$ cat src/rtl/pipe_ctrl_pkg.sv
// Shared types and constants for the pipeline hazard controller.
// Holds the FSM encoding, the per-stage stall vectors and the stage bit indices.
package pipe_ctrl_pkg;

  typedef enum logic [1:0] {
    RUN      = 2'd0,
    STALL_ID = 2'd1,
    STALL_EX = 2'd2,
    FLUSH    = 2'd3
  } pipe_state_t;

  localparam int NUM_STAGES = 6;
  localparam int STAGE_PC   = 0;
  localparam int STAGE_IF   = 1;
  localparam int STAGE_ID   = 2;
  localparam int STAGE_EX   = 3;
  localparam int STAGE_MEM  = 4;
  localparam int STAGE_WB   = 5;

  // A stall holds the requesting stage and everything upstream of it
  localparam logic [NUM_STAGES-1:0] STALL_NONE = 6'b000000;
  localparam logic [NUM_STAGES-1:0] STALL_ID_V = 6'b000111;
  localparam logic [NUM_STAGES-1:0] STALL_EX_V = 6'b001111;

  localparam int               CNT_W   = 8;
  localparam logic [CNT_W-1:0] CNT_MAX = 8'hFF;

endpackage

$ cat src/rtl/pipe_ctrl_if.sv
// Hazard-control bus between the pipeline datapath (master) and pipe_ctrl (slave).
// The wdog_err_o signal exists only when PIPE_WDOG_EN is defined.
interface pipe_ctrl_if #(
  parameter int PC_W = 12
);

  logic            stallreq_id;
  logic            stallreq_ex;
  logic            branch_flag_i;
  logic [PC_W-1:0] branch_target_i;
  logic [5:0]      stall_o;
  logic            flush_o;
  logic [PC_W-1:0] new_pc_o;
  logic [7:0]      stall_cnt_o;
`ifdef PIPE_WDOG_EN
  logic            wdog_err_o;

  modport master (
    output stallreq_id, stallreq_ex, branch_flag_i, branch_target_i,
    input  stall_o, flush_o, new_pc_o, stall_cnt_o, wdog_err_o
  );

  modport slave (
    input  stallreq_id, stallreq_ex, branch_flag_i, branch_target_i,
    output stall_o, flush_o, new_pc_o, stall_cnt_o, wdog_err_o
  );
`else
  modport master (
    output stallreq_id, stallreq_ex, branch_flag_i, branch_target_i,
    input  stall_o, flush_o, new_pc_o, stall_cnt_o
  );

  modport slave (
    input  stallreq_id, stallreq_ex, branch_flag_i, branch_target_i,
    output stall_o, flush_o, new_pc_o, stall_cnt_o
  );
`endif

endinterface

$ cat src/rtl/pipe_stall_cnt.sv
// Saturating count of consecutive stall cycles; clr wins over inc.
module pipe_stall_cnt
  import pipe_ctrl_pkg::*;
(
  input  logic             clk,
  input  logic             rst_n,
  input  logic             inc,
  input  logic             clr,
  output logic [CNT_W-1:0] count
);

  always_ff @(posedge clk or negedge rst_n) begin
    if (!rst_n) begin
      count <= '0;
    end else if (clr) begin
      count <= '0;
    end else if (inc && (count != CNT_MAX)) begin
      count <= count + 1'b1;
    end
  end

endmodule

$ cat src/rtl/pipe_ctrl.sv
// Pipeline hazard controller: stall vector, branch flush/redirect and stall counter.
// Optional sticky stall watchdog enabled by defining PIPE_WDOG_EN.
module pipe_ctrl
  import pipe_ctrl_pkg::*;
#(
  parameter int PC_W       = 12,
  parameter int WDOG_LIMIT = 64
) (
  input logic        clk,
  input logic        rst_n,
  pipe_ctrl_if.slave bus
);

  pipe_state_t           state;
  logic                  flush_q;
  logic [PC_W-1:0]       new_pc_q;
  logic                  pend_q;
  logic [PC_W-1:0]       pend_pc;
  logic [NUM_STAGES-1:0] stall_vec;
  logic                  stall_any;
  logic [CNT_W-1:0]      stall_cnt;

  // Requests during FLUSH belong to squashed instructions, so they are dropped
  always_comb begin
    stall_vec = STALL_NONE;
    if (rst_n && (state != FLUSH)) begin
      if (bus.stallreq_ex) begin
        stall_vec = STALL_EX_V;
      end else if (bus.stallreq_id) begin
        stall_vec = STALL_ID_V;
      end
    end
  end

  assign stall_any = |stall_vec;

  // A branch seen under an execute stall is parked until execute releases
  always_ff @(posedge clk or negedge rst_n) begin
    if (!rst_n) begin
      state    <= RUN;
      flush_q  <= 1'b0;
      new_pc_q <= '0;
      pend_q   <= 1'b0;
      pend_pc  <= '0;
    end else begin
      flush_q <= 1'b0;
      if (state == FLUSH) begin
        state <= RUN;
      end else if (bus.stallreq_ex) begin
        state <= STALL_EX;
        if (bus.branch_flag_i) begin
          pend_q  <= 1'b1;
          pend_pc <= bus.branch_target_i;
        end
      end else if (bus.branch_flag_i || pend_q) begin
        state    <= FLUSH;
        flush_q  <= 1'b1;
        pend_q   <= 1'b0;
        new_pc_q <= bus.branch_flag_i ? bus.branch_target_i : pend_pc;
      end else if (bus.stallreq_id) begin
        state <= STALL_ID;
      end else begin
        state <= RUN;
      end
    end
  end

  pipe_stall_cnt u_stall_cnt (
    .clk   (clk),
    .rst_n (rst_n),
    .inc   (stall_any),
    .clr   (~stall_any),
    .count (stall_cnt)
  );

  assign bus.stall_o     = stall_vec;
  assign bus.flush_o     = flush_q;
  assign bus.new_pc_o    = new_pc_q;
  assign bus.stall_cnt_o = stall_cnt;

`ifdef PIPE_WDOG_EN
  localparam logic [CNT_W-1:0] WDOG_TRIP = CNT_W'(WDOG_LIMIT - 1);

  logic wdog_q;

  // Trips on the same edge that carries the count up to WDOG_LIMIT
  always_ff @(posedge clk or negedge rst_n) begin
    if (!rst_n) begin
      wdog_q <= 1'b0;
    end else if (stall_any && (stall_cnt == WDOG_TRIP)) begin
      wdog_q <= 1'b1;
    end
  end

  assign bus.wdog_err_o = wdog_q;
`endif

endmodule

$ cat src/flat_wrapper.sv
// flat-port wrapper written by rule: the top's interface ports become plain ports
module pipe_ctrl_flat import pipe_ctrl_pkg::*;
#(
  parameter int PC_W       = 12,
  parameter int WDOG_LIMIT = 64
)
  (clk, rst_n, bus_stallreq_id, bus_stallreq_ex, bus_branch_flag_i, bus_branch_target_i, bus_stall_o, bus_flush_o, bus_new_pc_o, bus_stall_cnt_o);
  pipe_ctrl_if #(.PC_W(PC_W)) bus_i ();
  input logic clk;
  input logic rst_n;
  input wire logic [$bits(bus_i.stallreq_id)-1:0] bus_stallreq_id;
  input wire logic [$bits(bus_i.stallreq_ex)-1:0] bus_stallreq_ex;
  input wire logic [$bits(bus_i.branch_flag_i)-1:0] bus_branch_flag_i;
  input wire logic [$bits(bus_i.branch_target_i)-1:0] bus_branch_target_i;
  output wire logic [$bits(bus_i.stall_o)-1:0] bus_stall_o;
  output wire logic [$bits(bus_i.flush_o)-1:0] bus_flush_o;
  output wire logic [$bits(bus_i.new_pc_o)-1:0] bus_new_pc_o;
  output wire logic [$bits(bus_i.stall_cnt_o)-1:0] bus_stall_cnt_o;
  assign bus_i.stallreq_id = bus_stallreq_id;
  assign bus_i.stallreq_ex = bus_stallreq_ex;
  assign bus_i.branch_flag_i = bus_branch_flag_i;
  assign bus_i.branch_target_i = bus_branch_target_i;
  assign bus_stall_o = bus_i.stall_o;
  assign bus_flush_o = bus_i.flush_o;
  assign bus_new_pc_o = bus_i.new_pc_o;
  assign bus_stall_cnt_o = bus_i.stall_cnt_o;
  pipe_ctrl #(.PC_W(PC_W), .WDOG_LIMIT(WDOG_LIMIT)) u_core (.clk(clk), .rst_n(rst_n), .bus(bus_i));
endmodule
$ cat config.mk
export PLATFORM = sky130hd
export DESIGN_NAME = pipe_ctrl_flat
export DESIGN_NICKNAME = d
export VERILOG_FILES = /design/src/rtl/pipe_ctrl_pkg.sv /design/src/rtl/pipe_ctrl_if.sv /design/src/rtl/pipe_stall_cnt.sv /design/src/rtl/pipe_ctrl.sv /design/src/flat_wrapper.sv
export SDC_FILE = /design/constraint.sdc
export NUM_CORES = 1
export LEC_CHECK = 0
export BUFFER_PORTS_ARGS = -buffer_cell sky130_fd_sc_hd__buf_2
export CAP_MARGIN = 20
export CORE_ASPECT_RATIO = 0.8
export CORE_MARGIN = 3
export CORE_UTILIZATION = 50
export CTS_CLUSTER_SIZE = 24
export DETAILED_ROUTE_END_ITERATION = 10
export PLACE_DENSITY = 0.74
export SYNTH_ARGS = -nofsm -noshare
export SYNTH_HDL_FRONTEND = slang
export SYNTH_SLANG_ARGS = --single-unit
$ cat constraint.sdc
create_clock -name clk -period 1.7 [get_ports clk]
set_clock_uncertainty 0.05 [all_clocks]
set_input_delay 0.255 -clock clk [delete_from_list [all_inputs] [get_ports clk]]
set_output_delay 0.255 -clock clk [all_outputs]
set_load 0.05 [all_outputs]
== Word level (Yosys, flattened, before mapping) ==
Index checks and enable logic that the tools add are counted.
Word-level totals
  flip-flop bits (word level): 36
  input port bits: 17
  output and inout port bits: 27
  logic and storage cells: 38
Cells by class
  $add $sub $neg: 1
  eq/ne operators: 5
  multiplexer cells: 16
  bitwise operators: 2
  reduce and logical (&&, ||, !) cells: 8
Operator list (count)
  2-to-1 mux 8 bit: 2
  2-to-1 mux 12 bit: 1
  2-to-1 mux 6 bit: 2
  adder 8 x 1 -> 8 bit, second input constant: 1
  != test 8 bit, second input constant: 1
  2-to-1 mux 1 bit: 7
  2-to-1 mux 2 bit: 3
  AND reduction 3 bit: 2
  OR reduction 6 bit: 1
  != test 2 x 1 -> 1 bit, second input constant: 2
  2-to-1 mux 3 bit: 1
  == test 2 bit, second input constant: 1
  logical AND 1 bit: 2
  != test 2 bit, second input constant: 1
  NOT 1 bit: 2
  AND reduction 2 bit: 1
  nonzero test 2 bit: 1
  logical OR 1 bit: 1

== Depth between registers and ports, before layout ==
Gate-level depths: netlist of run 1.
  depth in word-level cells: 7
  depth in mapped cells: 5
  depth with buffers taken out: 4

== Cells and area by module ==
From an unflattened synthesis of run 1, not the netlist that was laid out.
Unflattened totals
  cells, all modules: 134
  area, all modules: 1801.7 um^2
Modules (own cells, without submodules)
  pipe_ctrl: instances 1, cells each 85, area each 1337.5 um^2, seq. area each 700.7 um^2
  pipe_stall_cnt: instances 1, cells each 49, area each 464.2 um^2, seq. area each 200.2 um^2

== Worst setup path before layout of run 1 ==
OpenSTA, ideal clock, no wires.
  path kind: flip-flop to output port
  from: register u_core.state[0]
  to: output bus_stall_o[1]
  arrival time: 1.468 ns
  required time: 1.395 ns
  slack: -0.073 ns
  stages on the path, launching flop included: 5
  cell sequence: dfrtp_1 a21boi_2 nand2_1 inv_1 buf_4
On the way
  cells in the longest elaborated chain, start to end: 3
RTL lines
  from (decl): line pipe_ctrl.sv:14  | pipe_state_t state;
  from (signal assigned): line pipe_ctrl.sv:40  | state <= RUN;
  from (signal assigned): line pipe_ctrl.sv:48  | state <= RUN;
  from (signal assigned): line pipe_ctrl.sv:50  | state <= STALL_EX;
  != test 2 bit: line pipe_ctrl.sv:26  | if (rst_n && (state != FLUSH)) begin
  logical AND 1 bit: line pipe_ctrl.sv:26
  2-to-1 mux 6 bit: line pipe_ctrl.sv:26
  to (decl): line flat_wrapper.sv:15  | output wire logic [$bits(bus_i.stall_o)-1:0] bus_stall_o;
No other way between the ends.

== Final worst setup path of run 1 ==
  from: register u_core.state[1]
  to: output bus_stall_o[0]
Same word-level chain as after synthesis.

==> results of run 1 <==
==> layer usage <==
metal | wire [µm] | global-route usage, % | up-vias
li1 | - | - | 572
met1 | 1620 | 24.49 | 606
met2 | 1699 | 30.06 | 60
met3 | 296 | 6.780 | 6
met4 | 51 | 7.105 | 0
met5 | 0 | 0 | -
==> final timing paths <==
check                                         end  slack (ns)
min reg2reg                     u_core.pend_pc[3]        0.46
min                             u_core.pend_pc[7]       -0.01
max reg2reg                u_core.bus.new_pc_o[2]        0.20
max                                bus_stall_o[0]        0.06
max in group asynchronous         u_core.state[1]        1.26
min in group clk                  u_core.state[0]        0.15
==> cell usage after synthesis <==
cell type / n / area, µm²
a21boi_2: 1 / 11.26
a21oi_1: 4 / 20.02
a21oi_2: 1 / 8.760
a311oi_1: 1 / 8.760
a31oi_1: 1 / 6.260
a41oi_1: 1 / 8.760
and2_1: 2 / 12.51
and4_4: 1 / 11.26
buf_12: 1 / 20.02
buf_2: 2 / 10.01
buf_4: 5 / 37.54
buf_6: 2 / 22.52
conb_1: 1 / 3.750
dfrtp_1: 36 / 900.9
ha_1: 1 / 12.51
inv_1: 2 / 7.510
mux2_2: 20 / 225.2
mux2_4: 16 / 240.2
mux2i_1: 3 / 30.03
nand2_1: 4 / 15.01
nand3_1: 8 / 40.04
nand3b_1: 3 / 22.52
nand4_1: 2 / 12.51
nor2_1: 2 / 7.510
nor3_1: 3 / 15.01
nor3b_1: 2 / 15.01
nor4_1: 1 / 6.260
nor4b_1: 1 / 8.760
o21a_4: 1 / 15.01
o21ai_0: 3 / 15.01
o31a_2: 2 / 20.02
or2_2: 1 / 6.260
==> sequential cells by signal, summed over array words and instances, names as in the netlist <==
register and cells:
u_core.bus.new_pc_o 12, u_core.pend_pc 12, u_core.u_stall_cnt.count 8, u_core.state 2
u_core.bus.flush_o 1, u_core.pend_q 1
==> cell type report <==
class                   count  area [µm²]  area share, %
multi-input cells          87       817.0          38.01
clock buffers               5       68.82          3.201
well taps                  40       50.05          2.328
flip-flops and latches     36       902.1          41.97
repair buffers             45       257.7          11.99
clock inverters             3       42.54          1.979
inverters                   2       11.26         0.5239
==> kinds of logic after synthesis <==
group,after synthesis
muxes,39
and+or+nand+nor,30
adders and majority gates,1
AOI/OAI and AO/OA,15
DFF,36
buffers and inverters,12
other,1
==> power groups by stage <==
stage | logic (W) | registers [W] | clock network, W
after floorplan | 0.000424 | 0.00155 | 0
after global placement | 0.00100 | 0.00115 | 0
after detailed placement | 0.00102 | 0.00117 | 0
after CTS | 0.00103 | 0.00116 | 0.000774
after global routing | 0.00108 | 0.00118 | 0.000811
final | 0.00102 | 0.00116 | 0.000767
==> metrics by stage <==
stage | instances | total power [W]
floorplan | 135 | 0.001971
global placement | 209 | 0.002152
detailed placement | 209 | 0.002192
CTS | 218 | 0.002966
global route | 218 | 0.003076
finish | 218 | 0.002949
==> placed cells by master, fill, tap and decap left out, drive strengths merged, types with 3 or more instances in the layout <==
| cell | instances |
|---|---|
| nand2 | 4 |
| a21oi | 5 |
| dfrtp | 36 |
| o21ai | 3 |
| mux2i | 3 |
| buf | 45 |
| clkbuf | 5 |
| mux2 | 36 |
| nand3 | 8 |
| nand3b | 3 |
| nor3 | 3 |
==> timing repair <==
| action | in CTS | in global routing |
|---|---|---|
| pin swaps | 1 | 0 |
| resized for setup | 4 | 4 |
| setup endpoints to repair | 4 | 4 |
| setup buffers | 1 | 0 |
==> results_dict.tcl, run 1 <==
set metrics [dict create \
    outcome "finished, violations left" \
    violations "negative hold slack" \
    period_needed_ns 1.644 \
    hold_violations 19 \
    grt-ovfl-total 0 \
    cp.required_ns 1.39 \
    antenna_cells 0 \
    wl_um 3668 \
    drv_cap 0 \
    initial_core_util_pct 55.02 \
    fin_setup_tns_ns 0 \
    ir_drop_uv 990.4 \
    fin_crit_sh_pct 96.70 \
    nNetsFinal 195 \
    cp.arrival_ns 1.34 \
    synthToLayoutAreaGrowth_pct 19.64 \
    initialDrtViolationCount 119 \
    cts_tree "done" \
    ctsHoldBuffers 0 \
    die_h_um 59.62 \
    synth-seq-cells 36 \
    power_density_nw_per_um2 1372 \
    synth_top_family_by_area "multiplexers" \
    cts_sinks 36 \
    yosys_warnings 0 \
    path_clk_slew_ns 0.08 \
    firstDrtPassIters 4 \
    p_sw_share_pct 37.10 \
    p_leak_nw 1.000 \
    path_max_fanout 6 \
    clk_root_buffer_cell "clkbuf_8" \
    via_per_inst 5.706 \
    routed-via-count 1244 \
    synth_xor_area_share_pct 0 \
    setup_viol_count_final 0 \
    synthCells 134 \
    critical_path_buf_inv_count 2 \
    max_stage_delay_ns 0.44 \
    critPathLaunch "u_core.state[1]" \
    cp_top_family "flip-flops" \
    intPower_w 0.001855 \
    place_hpwl_um 2591 \
    clk_latency_ns 0.30 \
    yosysUniqueCellTypes 32 \
    grt.total_usage_pct 19.18 \
    grt_pass1_vias 1291 \
    core_area_um2 3266 \
    wl_per_cell_um 16.83 \
    die_w_um 73.02 \
    endpoint_kind "output pin" \
    report.final.slew_viol_count 0 \
    htreeDepth 2 \
    muxShareOfSynthArea_pct 27.58 \
    syn_area_um2 1797 \
    n_fill_cell 253 \
    cts_buffers 5 \
    ctsLongestPathBuffers 2 \
    postRouteAntennaNets 0 \
    fmax_mhz 608.3 \
    clock_power_share_pct 26.0 \
    crit_type "reg2out" \
    seq_power_share_pct 39.2 \
    drc 0 \
    finalWorstSetupSlack_ns 0.05617 \
    power_switching_w 0.001094 \
    final_util_pct 65.82 \
    grt_pass1_wl_um 6141 \
    synthAdderAreaFrac_pct 0.6964 \
    gp_congestion 0.8605 \
    postSynthAreaPerCell_um2 13.41 \
    grt_start_max_net_pins 37 \
    synth-seq-area-share_pct 50.14 \
    p_comb_share_pct 34.7 \
    io_buffers 41 \
    post-place-ws_ns 0.08878 \
    reg2reg_depth 3 \
    place_area_um2 2007 \
    rows 18 \
    cpMaxStageDelayCell "dfrtp_2" \
    hold_class "in2async" \
    path_depth 4 \
    crit_chain "a21boi_4 -> nand2_4 -> clkinvlp_4 -> buf_4" \
    cp-start-kind "flip-flop" \
    dieArea_um2 4353 \
    postLayoutCellArea_um2 2150 \
    synth-compound-area-share_pct 6.337 \
    antenna_found_initial 0 \
    fin_hold_ws_ns -0.01047 \
    r2r-start "u_core.state[0]" \
    io_pins 44 \
    grt_setup_unrepaired "no" \
    synthSimpleGateAreaFrac_pct 9.610 \
    drive_above_1_share_pct 55.62 \
]
No activity file was read; power rests on OpenSTA's default activity.
==> run 2: changes to the inputs <==
CORE_UTILIZATION = 52   (was 50)
PLACE_DENSITY = 0.77   (was 0.74)
==> run 2 against run 1 <==
The run now ends clean. Clock power down 19%. Non-clock buffer count up 1. Sequential cell count unchanged. Sequential share of layout area up 0.17 points. Utilization up 1.1 points. Worst setup slack worse by 0.0032 ns. First-iteration DRC count down 46%. Die area down 3.5%. Sequential power about the same.
==> results_dict.tcl, run 2 (synthesized netlist as in run 1, its figures left out) <==
set metrics [dict create \
    outcome "completed" \
    post-place-ws_ns 0.1322 \
    drive_above_1_share_pct 55.31 \
    htreeDepth 2 \
    path_depth 4 \
    wl_met1_um 1424 \
    grt.total_usage_pct 18.46 \
    dieArea_um2 4201 \
    final_util_pct 66.94 \
    clk_latency_ns 0.29 \
    path_clk_slew_ns 0.07 \
    synthToLayoutAreaGrowth_pct 19.15 \
    fin_hold_ws_ns 0.1539 \
    antenna_found_initial 0 \
    die_w_um 71.72 \
    clk_root_buffer_cell "clkbuf_8" \
    path_max_fanout 6 \
    initialDrtViolationCount 64 \
    report.final.slew_viol_count 0 \
    io_pins 44 \
    worstHoldPathCells 2 \
    fin_crit_sh_pct 96.88 \
    wl_um 3484 \
    reg2reg_depth 3 \
    cpMaxStageDelayCell "dfrtp_2" \
    hold_violations 0 \
    cp.required_ns 1.39 \
    gp_congestion 0.8364 \
    cp_top_family "flip-flops" \
    critical_path_buf_inv_count 2 \
    firstDrtPassIters 4 \
    io_buffers 41 \
    ir_drop_uv 759.3 \
    fmax_mhz 607.2 \
    p_leak_nw 1.000 \
    setup_viol_count_final 0 \
    routed-via-count 1208 \
    cts_buffers 5 \
    final_cell_mix "buf_2, dfrtp_1, mux2_2" \
    postRouteAntennaNets 0 \
    endpoint_kind "output pin" \
    max_stage_delay_ns 0.44 \
    cts_sinks 36 \
    die_h_um 58.58 \
    hold_class "in2reg" \
    nNetsFinal 196 \
    finalWorstSetupSlack_ns 0.05299 \
    crit_chain "a21boi_4 -> nand2_4 -> clkinvlp_4 -> buf_4" \
    power_density_nw_per_um2 1308 \
    initial_core_util_pct 56.18 \
    cts_tree "done" \
    highest_layer "met4" \
    crit_type "reg2out" \
    cp.arrival_ns 1.34 \
    drc 0 \
    via_per_inst 5.516 \
    place_area_um2 2007 \
    drv_cap 0 \
    core_area_um2 3198 \
    wl_per_cell_um 15.91 \
    grt_pass1_vias 1284 \
    grt-ovfl-total 0 \
    ctsLongestPathBuffers 2 \
    route.met3.wl_um 240 \
    detailroute.wirelength.met2_um 1772 \
    final_common_cell "buf_2" \
    cp-start-kind "flip-flop" \
    antenna_cells 0 \
    grt_start_max_net_pins 37 \
    period_needed_ns 1.647 \
    rows 18 \
    postLayoutCellArea_um2 2141 \
    place_hpwl_um 2524 \
    grt_pass1_wl_um 5913 \
    grt_setup_unrepaired "yes" \
]
-- run 2: cell count changes in the layout (fill, tap and decap cells not counted) --
| cell | before | now |
|---|---|---|
| bufinv_16 | 1 | 0 |
| buf_4 | 7 | 6 |
| dlygate4sd3_1 | 0 | 1 |
| clkinv_2 | 1 | 2 |
| clkinvlp_4 | 2 | 1 |
| clkbuf_4 | 0 | 1 |
| clkbuf_8 | 5 | 6 |
-- run 2: worst paths after layout --
kind	startpoint	to	slack (ns)
max	u_core.state[0]	bus_stall_o[1]	0.05
min	bus_stallreq_id	u_core.state[0]	0.15
max reg2reg	u_core.state[0]	u_core.bus.new_pc_o[2]	0.21
min reg2reg	u_core.bus.new_pc_o[1]	u_core.bus.new_pc_o[1]	0.45
max in group asynchronous	rst_n	u_core.state[0]	0.73
min in group asynchronous	rst_n	u_core.pend_pc[10]	0.53
-- run 2: cell type report --
type	count	area, µm²
inverter	2	11.26
timing repair buffer	46	267.8
sequential	36	902.1
tap	40	50.05
clock inverter	2	10.01
clock buffer	6	82.58
multi-input combinational	87	817.0
fill	254	1057
-- run 2: timing repair --
action                                 CTS  global route
setup endpoints to repair                4             3
resized for setup                        4             3
hold buffers                             1             0
setup buffers                            1             0
endpoints found under the hold margin    9             0
pin swaps                                1             1
-- run 2: through the flow --
stage | power [W] | TNS (ns) | std cells
floorplan | 0.001971 | 0 | 135
global placement | 0.002146 | 0 | 209
detailed placement | 0.002188 | 0 | 209
CTS | 0.002826 | 0 | 219
global route | 0.002930 | -0.01235 | 219
finish | 0.002800 | 0 | 219
-- run 2: report_power, final --
part	switching (W)	internal [W]
clock network	0.000295	0.000323
registers	0.000113	0.00104
logic	0.000647	0.000379
-- run 2: worst register-to-register path, stage by stage (launching register included) --
cell     delay [ns]
dfrtp_2        0.44
a21oi_2        0.21
o21a_4         0.31
mux2_2         0.37
-- run 2: routing by layer --
metal  GRT usage (%)  vias up
met1           21.88      585
met2           32.33       43
met5               0        -
met3           5.290        5
met4           6.434        0
li1                -      575
